<file path="config.mk">
export PLATFORM = sky130hd
export DESIGN_NAME = nway_cache_control
export DESIGN_NICKNAME = d
export VERILOG_FILES = /design/src/rtl/nway_cache_control_pkg.sv /design/src/rtl/nway_cache_control_plru_tree.sv /design/src/rtl/nway_cache_control.sv
export SDC_FILE = /design/constraint.sdc
export NUM_CORES = 1
export LEC_CHECK = 0
export ABC_AREA = 0
export BUFFER_PORTS_ARGS = -buffer_cell sky130_fd_sc_hd__clkbuf_2
export CAP_MARGIN = 20
export CORE_MARGIN = 4
export CORE_UTILIZATION = 50
export DETAILED_ROUTE_END_ITERATION = 12
export GPL_ROUTABILITY_DRIVEN = 0
export PLACE_DENSITY = 0.79
export SYNTH_ARGS = -nofsm -noshare
export SYNTH_HDL_FRONTEND = slang
export SYNTH_SLANG_ARGS = --single-unit
export TNS_END_PERCENT = 30
</file>
<file path="constraint.sdc">
create_clock -name clk -period 2.9 [get_ports clk]
set_input_delay 0.87 -clock clk [delete_from_list [all_inputs] [get_ports clk]]
set_output_delay 0.87 -clock clk [all_outputs]
set_load 0.01 [all_outputs]
</file>
<file path="src/rtl/nway_cache_control_pkg.sv">
// Shared types for the N-way cache controller: FSM state encoding and limits.
package lc3b_types;

  // Controller FSM states.
  typedef enum logic [1:0] {
    S_COMPARE   = 2'd0,
    S_WRITEBACK = 2'd1,
    S_FILL      = 2'd2
  } cache_state_t;

  // Largest associativity the PLRU tree and encoders are meant for.
  localparam int MAX_WAYS = 8;

endpackage

</file>
<file path="src/rtl/nway_cache_control_plru_tree.sv">
// Combinational tree pseudo-LRU: victim lookup and access update.
// Node 0 is the root; node i has children 2i+1 (lower half) and 2i+2
// (upper half). A node value of 0 points the victim at the lower half.
module plru_tree #(
  parameter  int WAYS  = 4,
  localparam int WAY_W = $clog2(WAYS)
) (
  input  logic [WAYS-2:0]  plru_out,
  input  logic [WAY_W-1:0] access_way,
  output logic [WAY_W-1:0] victim,
  output logic [WAYS-2:0]  plru_in
);

  // Follow the node bits from the root down to the victim leaf.
  always_comb begin : walk_victim
    int node;
    node   = 0;
    victim = '0;
    for (int l = 0; l < WAY_W; l++) begin
      victim[WAY_W-1-l] = plru_out[node];
      node = 2 * node + 1 + int'(plru_out[node]);
    end
  end

  // Point every node on the accessed way's path away from that way.
  always_comb begin : walk_update
    int node;
    logic dir;
    node    = 0;
    dir     = 1'b0;
    plru_in = plru_out;
    for (int l = 0; l < WAY_W; l++) begin
      dir           = access_way[WAY_W-1-l];
      plru_in[node] = ~dir;
      node = 2 * node + 1 + int'(dir);
    end
  end

endmodule

</file>
<file path="src/rtl/nway_cache_control.sv">
// N-way set-associative write-back / write-allocate cache controller.
// Request/response protocol: a CPU request (mem_read or mem_write, write wins
// when both are high) is held by the CPU until mem_resp is seen high in the
// same cycle; a pmem request (pmem_read or pmem_write, never both) is held by
// this controller until the cycle pmem_resp is sampled high, then dropped.
module nway_cache_control
  import lc3b_types::*;
#(
  parameter  int WAYS  = 4,
  parameter  int CNT_W = 16,
  localparam int WAY_W = $clog2(WAYS)
) (
  input  logic               clk,
  input  logic               rst_n,
  input  logic               mem_read,
  input  logic               mem_write,
  output logic               mem_resp,
  output logic               pmem_read,
  output logic               pmem_write,
  input  logic               pmem_resp,
  input  logic [WAYS-1:0]    match,
  input  logic [WAYS-1:0]    valid_out,
  input  logic [WAYS-1:0]    dirty_out,
  input  logic [WAYS-2:0]    plru_out,
  output logic [WAYS-2:0]    plru_in,
  output logic               plru_load,
  output logic [WAYS-1:0]    data_load,
  output logic [WAYS-1:0]    tag_load,
  output logic [WAYS-1:0]    valid_load,
  output logic [WAYS-1:0]    dirty_load,
  output logic               valid_in,
  output logic               dirty_in,
  output logic [WAY_W-1:0]   way_sel,
  output logic               write_array_sel,
  output logic               pmem_address_sel,
  output logic [CNT_W-1:0]   hit_count,
  output logic [CNT_W-1:0]   miss_count,
  output cache_state_t       state_dbg
);

  cache_state_t     r_state;
  logic [WAY_W-1:0] r_victim_q;
  logic [CNT_W-1:0] r_hit_count;
  logic [CNT_W-1:0] r_miss_count;

  logic             w_req;
  logic [WAYS-1:0]  w_hit_vec;
  logic             w_hit;
  logic             w_any_inv;
  logic [WAY_W-1:0] w_hit_way;
  logic [WAY_W-1:0] w_inv_way;
  logic [WAY_W-1:0] w_plru_victim;
  logic [WAY_W-1:0] w_victim;
  logic             w_victim_dirty;
  logic [WAY_W-1:0] w_access_way;
  logic [WAYS-2:0]  w_plru_next;
  logic [WAYS-1:0]  w_hit_oh;
  logic [WAYS-1:0]  w_vq_oh;

  // A matching but invalid way is a miss, so qualify the tag compare.
  assign w_req     = mem_read | mem_write;
  assign w_hit_vec = match & valid_out;
  assign w_hit     = |w_hit_vec;
  assign w_any_inv = ~&valid_out;

  // Lowest-index hitting way and lowest-index invalid way.
  always_comb begin
    w_hit_way = '0;
    w_inv_way = '0;
    for (int i = WAYS - 1; i >= 0; i--) begin
      if (w_hit_vec[i]) w_hit_way = WAY_W'(i);
      if (!valid_out[i]) w_inv_way = WAY_W'(i);
    end
  end

  // Filling an empty way never costs a writeback, so invalid ways win.
  assign w_victim       = w_any_inv ? w_inv_way : w_plru_victim;
  assign w_victim_dirty = valid_out[w_victim] & dirty_out[w_victim];

  // The single tree update serves the hit way on a hit, the latched victim on a fill.
  assign w_access_way = (r_state == S_COMPARE) ? w_hit_way : r_victim_q;
  assign w_hit_oh     = WAYS'(1) << w_hit_way;
  assign w_vq_oh      = WAYS'(1) << r_victim_q;

  plru_tree #(.WAYS(WAYS)) u_plru_tree (
    .plru_out   (plru_out),
    .access_way (w_access_way),
    .victim     (w_plru_victim),
    .plru_in    (w_plru_next)
  );

  // Outputs decode from state and inputs; everything is forced low in reset.
  always_comb begin
    mem_resp         = 1'b0;
    pmem_read        = 1'b0;
    pmem_write       = 1'b0;
    plru_in          = '0;
    plru_load        = 1'b0;
    data_load        = '0;
    tag_load         = '0;
    valid_load       = '0;
    dirty_load       = '0;
    valid_in         = 1'b0;
    dirty_in         = 1'b0;
    way_sel          = '0;
    write_array_sel  = 1'b0;
    pmem_address_sel = 1'b0;
    if (rst_n) begin
      case (r_state)
        S_COMPARE: begin
          if (w_req && w_hit) begin
            mem_resp  = 1'b1;
            way_sel   = w_hit_way;
            plru_load = 1'b1;
            plru_in   = w_plru_next;
            if (mem_write) begin
              data_load       = w_hit_oh;
              write_array_sel = 1'b0;
              dirty_in        = 1'b1;
              dirty_load      = w_hit_oh;
            end
          end
        end
        S_WRITEBACK: begin
          pmem_write       = 1'b1;
          pmem_address_sel = 1'b1;
          way_sel          = r_victim_q;
        end
        S_FILL: begin
          pmem_read = 1'b1;
          if (pmem_resp) begin
            tag_load        = w_vq_oh;
            data_load       = w_vq_oh;
            valid_load      = w_vq_oh;
            dirty_load      = w_vq_oh;
            write_array_sel = 1'b1;
            valid_in        = 1'b1;
            dirty_in        = 1'b0;
            plru_load       = 1'b1;
            plru_in         = w_plru_next;
          end
        end
        default: ;
      endcase
    end
  end

  // FSM, latched victim and saturating hit/miss counters.
  always_ff @(posedge clk or negedge rst_n) begin
    if (!rst_n) begin
      r_state      <= S_COMPARE;
      r_victim_q   <= '0;
      r_hit_count  <= '0;
      r_miss_count <= '0;
    end else begin
      case (r_state)
        S_COMPARE: begin
          if (w_req) begin
            if (w_hit) begin
              if (r_hit_count != '1) r_hit_count <= r_hit_count + CNT_W'(1);
            end else begin
              r_victim_q <= w_victim;
              if (r_miss_count != '1) r_miss_count <= r_miss_count + CNT_W'(1);
              r_state <= w_victim_dirty ? S_WRITEBACK : S_FILL;
            end
          end
        end
        S_WRITEBACK: if (pmem_resp) r_state <= S_FILL;
        S_FILL:      if (pmem_resp) r_state <= S_COMPARE;
        default:     r_state <= S_COMPARE;
      endcase
    end
  end

  assign hit_count  = r_hit_count;
  assign miss_count = r_miss_count;
  assign state_dbg  = r_state;

endmodule

</file>
### Word level (Yosys, flattened, before mapping)

Cells that the tools add are included.

| operators by class | value |
|---|---|
| $add $sub $neg | 4 |
| order comparisons | 4 |
| eq/ne operators | 8 |
| shift operators | 2 |
| muxes and demuxes | 56 |
| bitwise gates (word level) | 6 |
| reductions and logical operators | 9 |

Operators with widths:

| operator | count |
|---|---|
| < comparator 32 x 4 -> 1 bit (second input constant) | 2 |
| two-way mux 2 bit | 17 |
| adder 16 x 1 -> 16 bit (second input constant) | 2 |
| greater-or-equal comparator 32 x 1 -> 1 bit (second input constant) | 1 |
| != test 16 bit (second input constant) | 2 |
| two-way mux 4 bit | 6 |
| two-way mux 1 bit | 20 |
| AND reduction 4 bit | 4 |
| two-way mux 3 bit | 3 |
| != test 2 bit (second input constant) | 4 |
| one-hot mux 4 bit (2 select lines) | 1 |
| left shift 1 x 2 -> 4 bit (first input constant) | 2 |
| binary-select mux 1 bit (select 2 bit) | 3 |
| one-hot mux 2 bit (3 select lines) | 1 |
| one-hot mux 3 bit (2 select lines) | 1 |
| adder 1 x 1 -> 2 bit (first input constant) | 2 |
| AND 4 bit | 1 |
| one-hot mux 2 bit (2 select lines) | 1 |
| OR reduction 4 bit | 1 |
| bitwise mux 3 bit | 1 |
| < comparator 2 x 3 -> 1 bit (second input constant) | 1 |
| NOT 1 bit | 3 |
| AND reduction 3 bit | 1 |
| demux 1 bit (select 2 bit) | 1 |
| other kinds (7) | 8 |

| storage, ports and cells | value |
|---|---|
| register bits after elaboration | 36 |
| bits of input ports | 20 |
| output and inout port bits | 63 |

### Logic depth before layout (Yosys ltp)

Gate-level depths: netlist of the first run.

| depth | value |
|---|---|
| depth in word-level cells | 15 |
| gate-level depth with buffers | 7 |

### Modules after synthesis

From an unflattened synthesis of the first run, not the netlist that was laid out.

| second synthesis, totals | value |
|---|---|
| cells, all modules | 250 |
| area, all modules | 2,304.7 um2 |

By module, submodules not included:

| module | instances | cells each | area an instance (um2) | seq. area each (um2) |
|---|---|---|---|---|
| nway_cache_control | 1 | 243 | 2,258.4 | 900.9 |
| plru_tree | 1 | 7 | 46.3 | 0.0 |

### Worst setup path after synthesis of the first run

OpenSTA, ideal clock, no wires.

| timing path | value |
|---|---|
| kind | input -> output |
| start | input valid_out[0] |
| end | output dirty_load[3] |
| data arrival time | 2,006 ps |
| setup slack | 24 ps |
| stages | 5 |
| path through | a22o_1 > nor3_1 > nand4_1 > a21oi_1 > buf_4 |

| between the ends | value |
|---|---|
| longest elaborated chain between the ends | 7 |
| elaborated cells between the ends (all ways) | 9 |
| those cells by class | 1 x shift; 5 x mux; 1 x bitwise; 2 x reduce/logical |

Ends and longest elaborated chain:

| what | line | text |
|---|---|---|
| from (decl) | nway_cache_control.sv:22 | `input logic [WAYS-1:0] valid_out,` |
| AND 4 bit * | nway_cache_control.sv:62 | `assign w_hit_vec = match & valid_out;` |
| two-way mux 2 bit | nway_cache_control.sv:71 | `if (w_hit_vec[i]) w_hit_way = WAY_W'(i);` |
| left shift 1 x 2 -> 4 bit | nway_cache_control.sv:82 | `assign w_hit_oh = WAYS'(1) << w_hit_way;` |
| two-way mux 4 bit | - |  |
| two-way mux 4 bit * | - |  |
| one-hot mux 4 bit (2 select lines) * | - |  |
| two-way mux 4 bit * | - |  |
| to (decl) | nway_cache_control.sv:30 | `output logic [WAYS-1:0] dirty_load,` |

Mark *: on every way between the ends. The rest lies on a longest branch, timed or not.

### Worst setup path after layout of the first run

| timing path | value |
|---|---|
| start | input valid_out[1] |
| end | output plru_in[2] |

| between the ends | value |
|---|---|
| longest elaborated chain between the ends | 13 |
| elaborated cells between the ends (all ways) | 18 |
| those cells by class | 1 x add/sub; 2 x order compare; 10 x mux; 2 x bitwise; 3 x reduce/logical |

Ends and longest elaborated chain:

| what | line | text |
|---|---|---|
| AND 4 bit * | nway_cache_control.sv:62 |  |
| two-way mux 2 bit (2 in series) | nway_cache_control.sv:71 |  |
| two-way mux 2 bit | nway_cache_control.sv:81 | `assign w_access_way = (r_state == S_COMPARE) ? w_hit_way : r_victim_q;` |
| adder 1 x 1 -> 2 bit | nway_cache_control_plru_tree.sv:35 | `node = 2 * node + 1 + int'(dir);` |
| greater-or-equal comparator 32 x 1 -> 1 bit (implied by the code) or < comparator 32 x 4 -> 1 bit (tied branches) | nway_cache_control_plru_tree.sv:34 | `plru_in[node] = ~dir;` |
| logical AND 1 bit (implied by the code) | nway_cache_control_plru_tree.sv:34 |  |
| two-way mux 1 bit (implied by the code) | nway_cache_control_plru_tree.sv:34 |  |
| demux 1 bit (select 2 bit) | - |  |
| bitwise mux 3 bit | nway_cache_control_plru_tree.sv:34 |  |
| two-way mux 3 bit (on tied branches) | nway_cache_control.sv:131, nway_cache_control.sv:111 |  |
| one-hot mux 3 bit (2 select lines) * | nway_cache_control.sv:109 | `case (r_state)` |
| two-way mux 3 bit * | nway_cache_control.sv:108 | `if (rst_n) begin` |
| to (decl) | nway_cache_control.sv:25 | `output logic [WAYS-2:0] plru_in,` |

Marks and branches as above.

==> results by group, run 1 <==
STA
  – Highest clock rate: 352 MHz
  – Normalized max-slew margin: 70.3%
  – Tcrit/Tclk final: 98.0%
  – Unrepaired setup endpoints after global routing: yes
  – Fin. max-slew vios: 0
  – Setup ws final: 0.0568 ns
  – Final number of hold-violating endpoints: 0
  – Skew final: 0.0112 ns
  – Slew @ Worst Pin: roughly 0.44 ns
  – # setup viols final: 0
  – Final min period: 2.84 ns

Final layout
  – Post-route cell area: 0.00294 mm²
  – Layout area overhead: 29.0%
  – Layout cells sized above 1: 38.9%
  – Finished Layout Cells: 394
  – Util after Layout: 67.1%
  – ANT cells: 0
  – Nets: 363

Detailed routing
  – Vias per std cell: between 5 and 6
  – Antenna viol nets, final: 0
  – Via count: 2143
  – Drt drc: 0
  – Initial DRC Count: 45
  – Drt total wl: ~5600 µm
  – Drt pass-1 iters: 4
  – DR WL/cell: 14.3 µm

Setup path
  – Startpoint types: primary input
  – Crit path kind: primary input to primary output
  – Critical path startpoint: valid_out[1]
  – WP data arrival: 1.97 ns
  – Worst Setup EP: plru_in[2]
  – Worst EP required: a little over 2 ns
  – Worst flop-to-flop path endpoint: hit_count[5]
  – R2R depth: 6
  – R2r setup slk: 0.85 ns
  – Crit. End Element: primary output
  – Worst R2R Start: state_dbg[1]
  – Crit Path Max Fanout: 5

Power
  – Sequential Power Share: 42.0%
  – Cell area power density: 646 mW/mm²
  – Total power: ~1900 µW
  – Clock share of power: 22.8%
  – Power Internal: 1180 µW
  – Net Sw Power: between 700 and 800 µW
  – Worst vdd ir: 0.000582 V
  – Comb pwr share: a little over a third
  – Static Leakage: about 0.0015 µW
  – Switching share of power: 37.6%

Synth
  – Mapped Area: between 0.002 and 0.0025 mm²
  – Ys Warns: 0
  – Synth Instances: 245
  – Syn avg cell area: between 9 and 10 µm²
  – Post-synth EDFFs: 0
  – Main flop type after synthesis: dfrtp_1
  – Synth cell types: 45
  – Post-synth ARST share: 100%
  – Register area share after synthesis: 39.5%
  – Yosys reg bits: 36
  – Syn Nets: 267

Outcome
  – Status: completed

Clock network
  – # H-tree levels: 2
  – Total CTS buffers: 5
  – Clock sinks: 36
  – Hold Buf Count CTS: 0
  – Clk root buf: clkbuf_8
  – Clk Latency, worst-skew pair: 0.29 ns
  – Worst-path clk slew: 0.07 ns
  – Max Buffers Root-to-Sink: 2
  – TritonCTS clock tree: done

Floorplanning
  – Core box area: 0.00438 mm²
  – Die X: about 76 µm
  – Rows: 24
  – Initial Util: 52.0%
  – # IOs: 83
  – Die height: 75.5 µm
  – Die ar.: ~0.0057 mm²

Placed design
  – Dpl ws: -0.0352 ns
  – DP Area: about 0.0028 mm²
  – IO Port Bufs: 82
  – Placed Instances: just under 400
  – Dpl hpwl: 4440 µm

Global routing
  – Largest net degree at the start of global routing: 21
  – GR Overflow Total: 0
  – Antenna violations before repair: 0
  – Gr usage total: 20.6%
  – Vias in the first global route: 1994
  – First-pass GRT wire length: approximately 9000 µm

Worst hold path
  – Hold crit path type: register to register

Job
  – Maximum capacitance violations: 0
-- kinds of logic (layout without fill, tap and decap cells) --
group | count (synthesis) | after routing | share of synthesized area [%]
buffers and inverters | 23 | 120 | 6.26
XOR/XNOR | 28 | 28 | 10.8
multiplexers | 9 | 9 | 4.17
AND/OR/NAND/NOR | 122 | 122 | 29.5
flip-flops | 36 | 36 | 39.5
adder cells (fa/ha/maj) | 2 | 2 | 1.10
AO/OA/AOI/OAI | 25 | 25 | 8.67
-- cell usage in the layout (no fill, tap or decap), drive strengths merged, types with 12 or more instances in the layout --
cell type / instances
xor2: 16
clkbuf: 87
nand3: 13
nor2: 33
dfrtp: 36
xnor2: 12
and3: 13
buf: 23
nand4: 12
nand2: 25
-- power by group through the flow --
stage	sequential [µW]	clock, µW	combinational [µW]
finish	798	433	669
global route	821	465	738
CTS	796	443	673
detailed placement	799	0	660
global placement	794	0	643
floorplan	818	0	361
-- cells in the mapped netlist (all sizes together), types with 3 or more instances --
library cell | instances | area (µm²)
a21oi | 6 | 30.0
and2 | 4 | 27.5
and3 | 13 | 81.3
buf | 13 | 105
dfrtp | 36 | 901
inv | 8 | 30.0
mux2 | 4 | 45.0
mux2i | 5 | 50.1
nand2 | 25 | 93.8
nand2b | 4 | 27.5
nand3 | 13 | 65.1
nand4 | 12 | 90.1
nor2 | 33 | 124
nor3 | 5 | 35.0
nor4 | 3 | 18.8
o21ai | 3 | 15.0
xnor2 | 12 | 105
xor2 | 16 | 140
-- worst min-delay path by stage --
stage	startpoint	endpoint	slack [ns]	cells past startpoint
floorplan	miss_count[4]	miss_count[4]	0.52	1
global placement	miss_count[4]	miss_count[4]	0.47	1
detailed placement	miss_count[8]	miss_count[8]	0.49	1
CTS	miss_count[4]	miss_count[4]	0.50	1
global route	miss_count[4]	miss_count[4]	0.53	1
finish	miss_count[4]	miss_count[4]	0.50	1
-- critical path, cell delays in order --
cell and delay, ns:
clkbuf_2 0.11, buf_4 0.15, a32o_1 0.26, a31oi_2 0.24
mux2i_1 0.10, nor2_1 0.09, clkbuf_2 0.14
-- routing by layer --
layer	global-route usage [%]	up-vias	part of all wire (%)
met2	37.0	78	51
met3	4.49	10	7.0
met4	6.99	0	1.2
li1	-	1045	-
met5	0	-	0
met1	24.3	1010	40
-- sequential cells by signal (all words and copies together) (netlist names) --
| register | cells |
|---|---|
| state_dbg | 2 |
| r_victim_q | 2 |
| miss_count | 16 |
| hit_count | 16 |
-- cell type report --
cell class | count | area [µm²]
Clock buffer | 6 | 72.6
Clock inverter | 2 | 35.0
Fill cell | 384 | 1440
Inverter | 8 | 30.0
Multi-Input combinational cell | 186 | 1260
Sequential cell | 36 | 901
Tap cell | 52 | 65.1
Timing Repair Buffer | 104 | 576
-- through the flow --
stage                     setup TNS (ns)  hold WS (ns)
after floorplan                        0         0.515
after global placement                 0         0.471
after detailed placement         -0.0836         0.492
after CTS                              0         0.505
after global routing             -0.0383         0.527
final                                  0         0.496
-- what timing repair did --
action | 4_1_cts | 5_1_grt
resized for setup | 2 | 5
endpoints found under the hold margin | 0 | 0
buffers inserted | 0 | 1
pin swaps | 1 | 4
setup endpoints to repair | 4 | 6
Power figures use the tool's default switching activity.
==> run 2: changes to the inputs <==
- CORE_ASPECT_RATIO: unset -> 0.8
==> results by group, run 2 (synthesized netlist as in run 1, its figures left out) <==
Outcome
  – Status: completed

Final layout
  – Most frequent cells in the layout: clkbuf_2 (77), dfrtp_1 (36), nor2_1 (32)
  – ANT cells: 0 (unchanged)
  – Layout area overhead: 28.3%
  – Finished Layout Cells: 394 (unchanged)
  – Util after Layout: 68.3% (+1.2 points)
  – Nets: 358 (-1.4%)
  – Layout cells sized above 1: 38.3% (-0.61 points)
  – Most common cell after layout, fill and taps aside: clkbuf_2

STA
  – Unrepaired setup endpoints after global routing: yes
  – Highest clock rate: 349 MHz (-0.91%)
  – Fin Hold WS: 0.490 ns (-0.00589 ns)
  – Post-route setup TNS: 0 ns (unchanged)
  – Slew @ Worst Pin: 0.443 ns (-0.000284 ns)
  – Fin. max-slew vios: 0 (unchanged)
  – Tcrit/Tclk final: 98.9% (+0.90 points)
  – Final number of hold-violating endpoints: 0 (unchanged)
  – # setup viols final: 0 (unchanged)
  – Final min period: 2.87 ns (+0.0260 ns)
  – Normalized max-slew margin: 70.3% (about the same)
  – Skew final: 0.00669 ns (-0.00455 ns)

Global routing
  – GR Overflow Total: 0 (unchanged)
  – Largest net degree at the start of global routing: 37 (+76%)
  – Antenna violations before repair: 0 (unchanged)
  – Gr usage total: 19.4% (-1.3 points)
  – First-pass GRT wire length: 9000 µm (+0.69%)
  – Vias in the first global route: 1957 (-1.9%)

Setup path
  – Worst EP required: 2.03 ns (about the same)
  – Crit path kind: primary input to primary output
  – Crit Path Max Fanout: 4 (-1)
  – Crit. End Element: primary output
  – R2r setup slk: 0.88 ns (+0.03 ns)
  – WP data arrival: 2.00 ns (+0.03 ns)
  – Startpoint types: primary input

Power
  – Static Leakage: 0.00151 µW (-0.95%)
  – Worst vdd ir: 0.000536 V (-7.8%)
  – Cell area power density: 620 mW/mm² (-4.0%)

Clock network
  – Worst-path clk slew: 0.07 ns (about the same)
  – Clk Latency, worst-skew pair: 0.28 ns (about the same)
  – TritonCTS clock tree: done
  – Max Buffers Root-to-Sink: 2 (unchanged)
  – Total CTS buffers: 5 (unchanged)
  – # H-tree levels: 2 (unchanged)
  – Clk root buf: clkbuf_8
  – Clock sinks: 36 (unchanged)

Floorplanning
  – Die ar.: 0.00571 mm² (+0.12%)
  – Rows: 21 (-13%)
  – Core box area: 0.00428 mm² (-2.3%)
  – Die height: 68.4 µm (-9.4%)
  – Initial Util: 53.2% (+1.2 points)
  – # IOs: 83 (unchanged)
  – Die X: 83.5 µm (+11%)

Placed design
  – Dpl hpwl: 4330 µm (-2.5%)
  – Placed Instances: 384 (-0.26%)
  – IO Port Bufs: 82 (unchanged)

Detailed routing
  – Drt pass-1 iters: 4 (unchanged)
  – Vias per std cell: 5.37 (-1.3%)
  – Met2 routed wirelength: 2710 µm (-6.5%)
  – WL met3: 369 µm (-6.3%)
  – DR WL/cell: 14.2 µm (-0.87%)
  – Via count: 2116 (-1.3%)
  – Top layer in use: met4
  – Antenna viol nets, final: 0 (unchanged)
  – Initial DRC Count: 65 (+44%)
  – Wl on met1: 2470 µm (+8.7%)
  – Drt drc: 0 (unchanged)
  – Drt total wl: 5590 µm (-0.87%)

Job
  – Maximum capacitance violations: 0 (unchanged)

Worst hold path
  – Hold crit path type: register to register
[run 2: path summary, 6_finish.rpt]
path,start,end,cells after the start
max in group asynchronous,rst_n,r_victim_q[0],3
hold reg to reg,miss_count[4],miss_count[4],1
min in group asynchronous,rst_n,miss_count[0],3
hold / removal,miss_count[4],miss_count[4],1
setup / recovery,match[0],plru_in[1],7
setup reg to reg,state_dbg[1],hit_count[5],6
[run 2: layout make-up]
class	count	area (µm²)
Sequential cell	36	901
Inverter	8	30.0
Tap cell	57	71.3
Clock inverter	2	10.0
Multi-Input combinational cell	186	1270
Timing Repair Buffer	99	557
Clock buffer	6	82.6
Fill cell	351	1360
[run 2: stage by stage]
step	cell area (µm²)	setup WS (ns)	power (µW)
after floorplan	2280	0.0243	1180
after global placement	2760	0.000966	1430
after detailed placement	2760	-0.0689	1450
after CTS	2880	0.00661	1820
after global routing	2920	-0.0205	1940
final	2920	0.0308	1810
[run 2: timing repair]
item                                    CTS  global route
endpoints found under the setup margin    6            10
resized for setup                         4            13
cloned                                    0             0
pin swaps                                 1             4
hold buffers                              0             0
buffers inserted                          1             2
[run 2: metal layers]
| metal | global-route usage [%] | up-vias |
|---|---|---|
| met5 | 0 | - |
| met4 | 3.61 | 0 |
| met3 | 4.57 | 4 |
| met2 | 34.5 | 83 |
| met1 | 24.8 | 986 |
| li1 | - | 1043 |
[run 2: where the power goes]
group / leakage, µW / internal (µW) / switching, µW
logic: 0.000998 / 300 / 361
clock network: 0.0000510 / 189 / 168
registers: 0.000459 / 625 / 171
[run 2: worst max-delay path: stages]
cell      delay (ns)
clkbuf_2        0.13
a22o_4          0.27
nor3_4          0.18
a21o_4          0.14
mux2i_1         0.21
nor2_1          0.06
buf_2           0.14
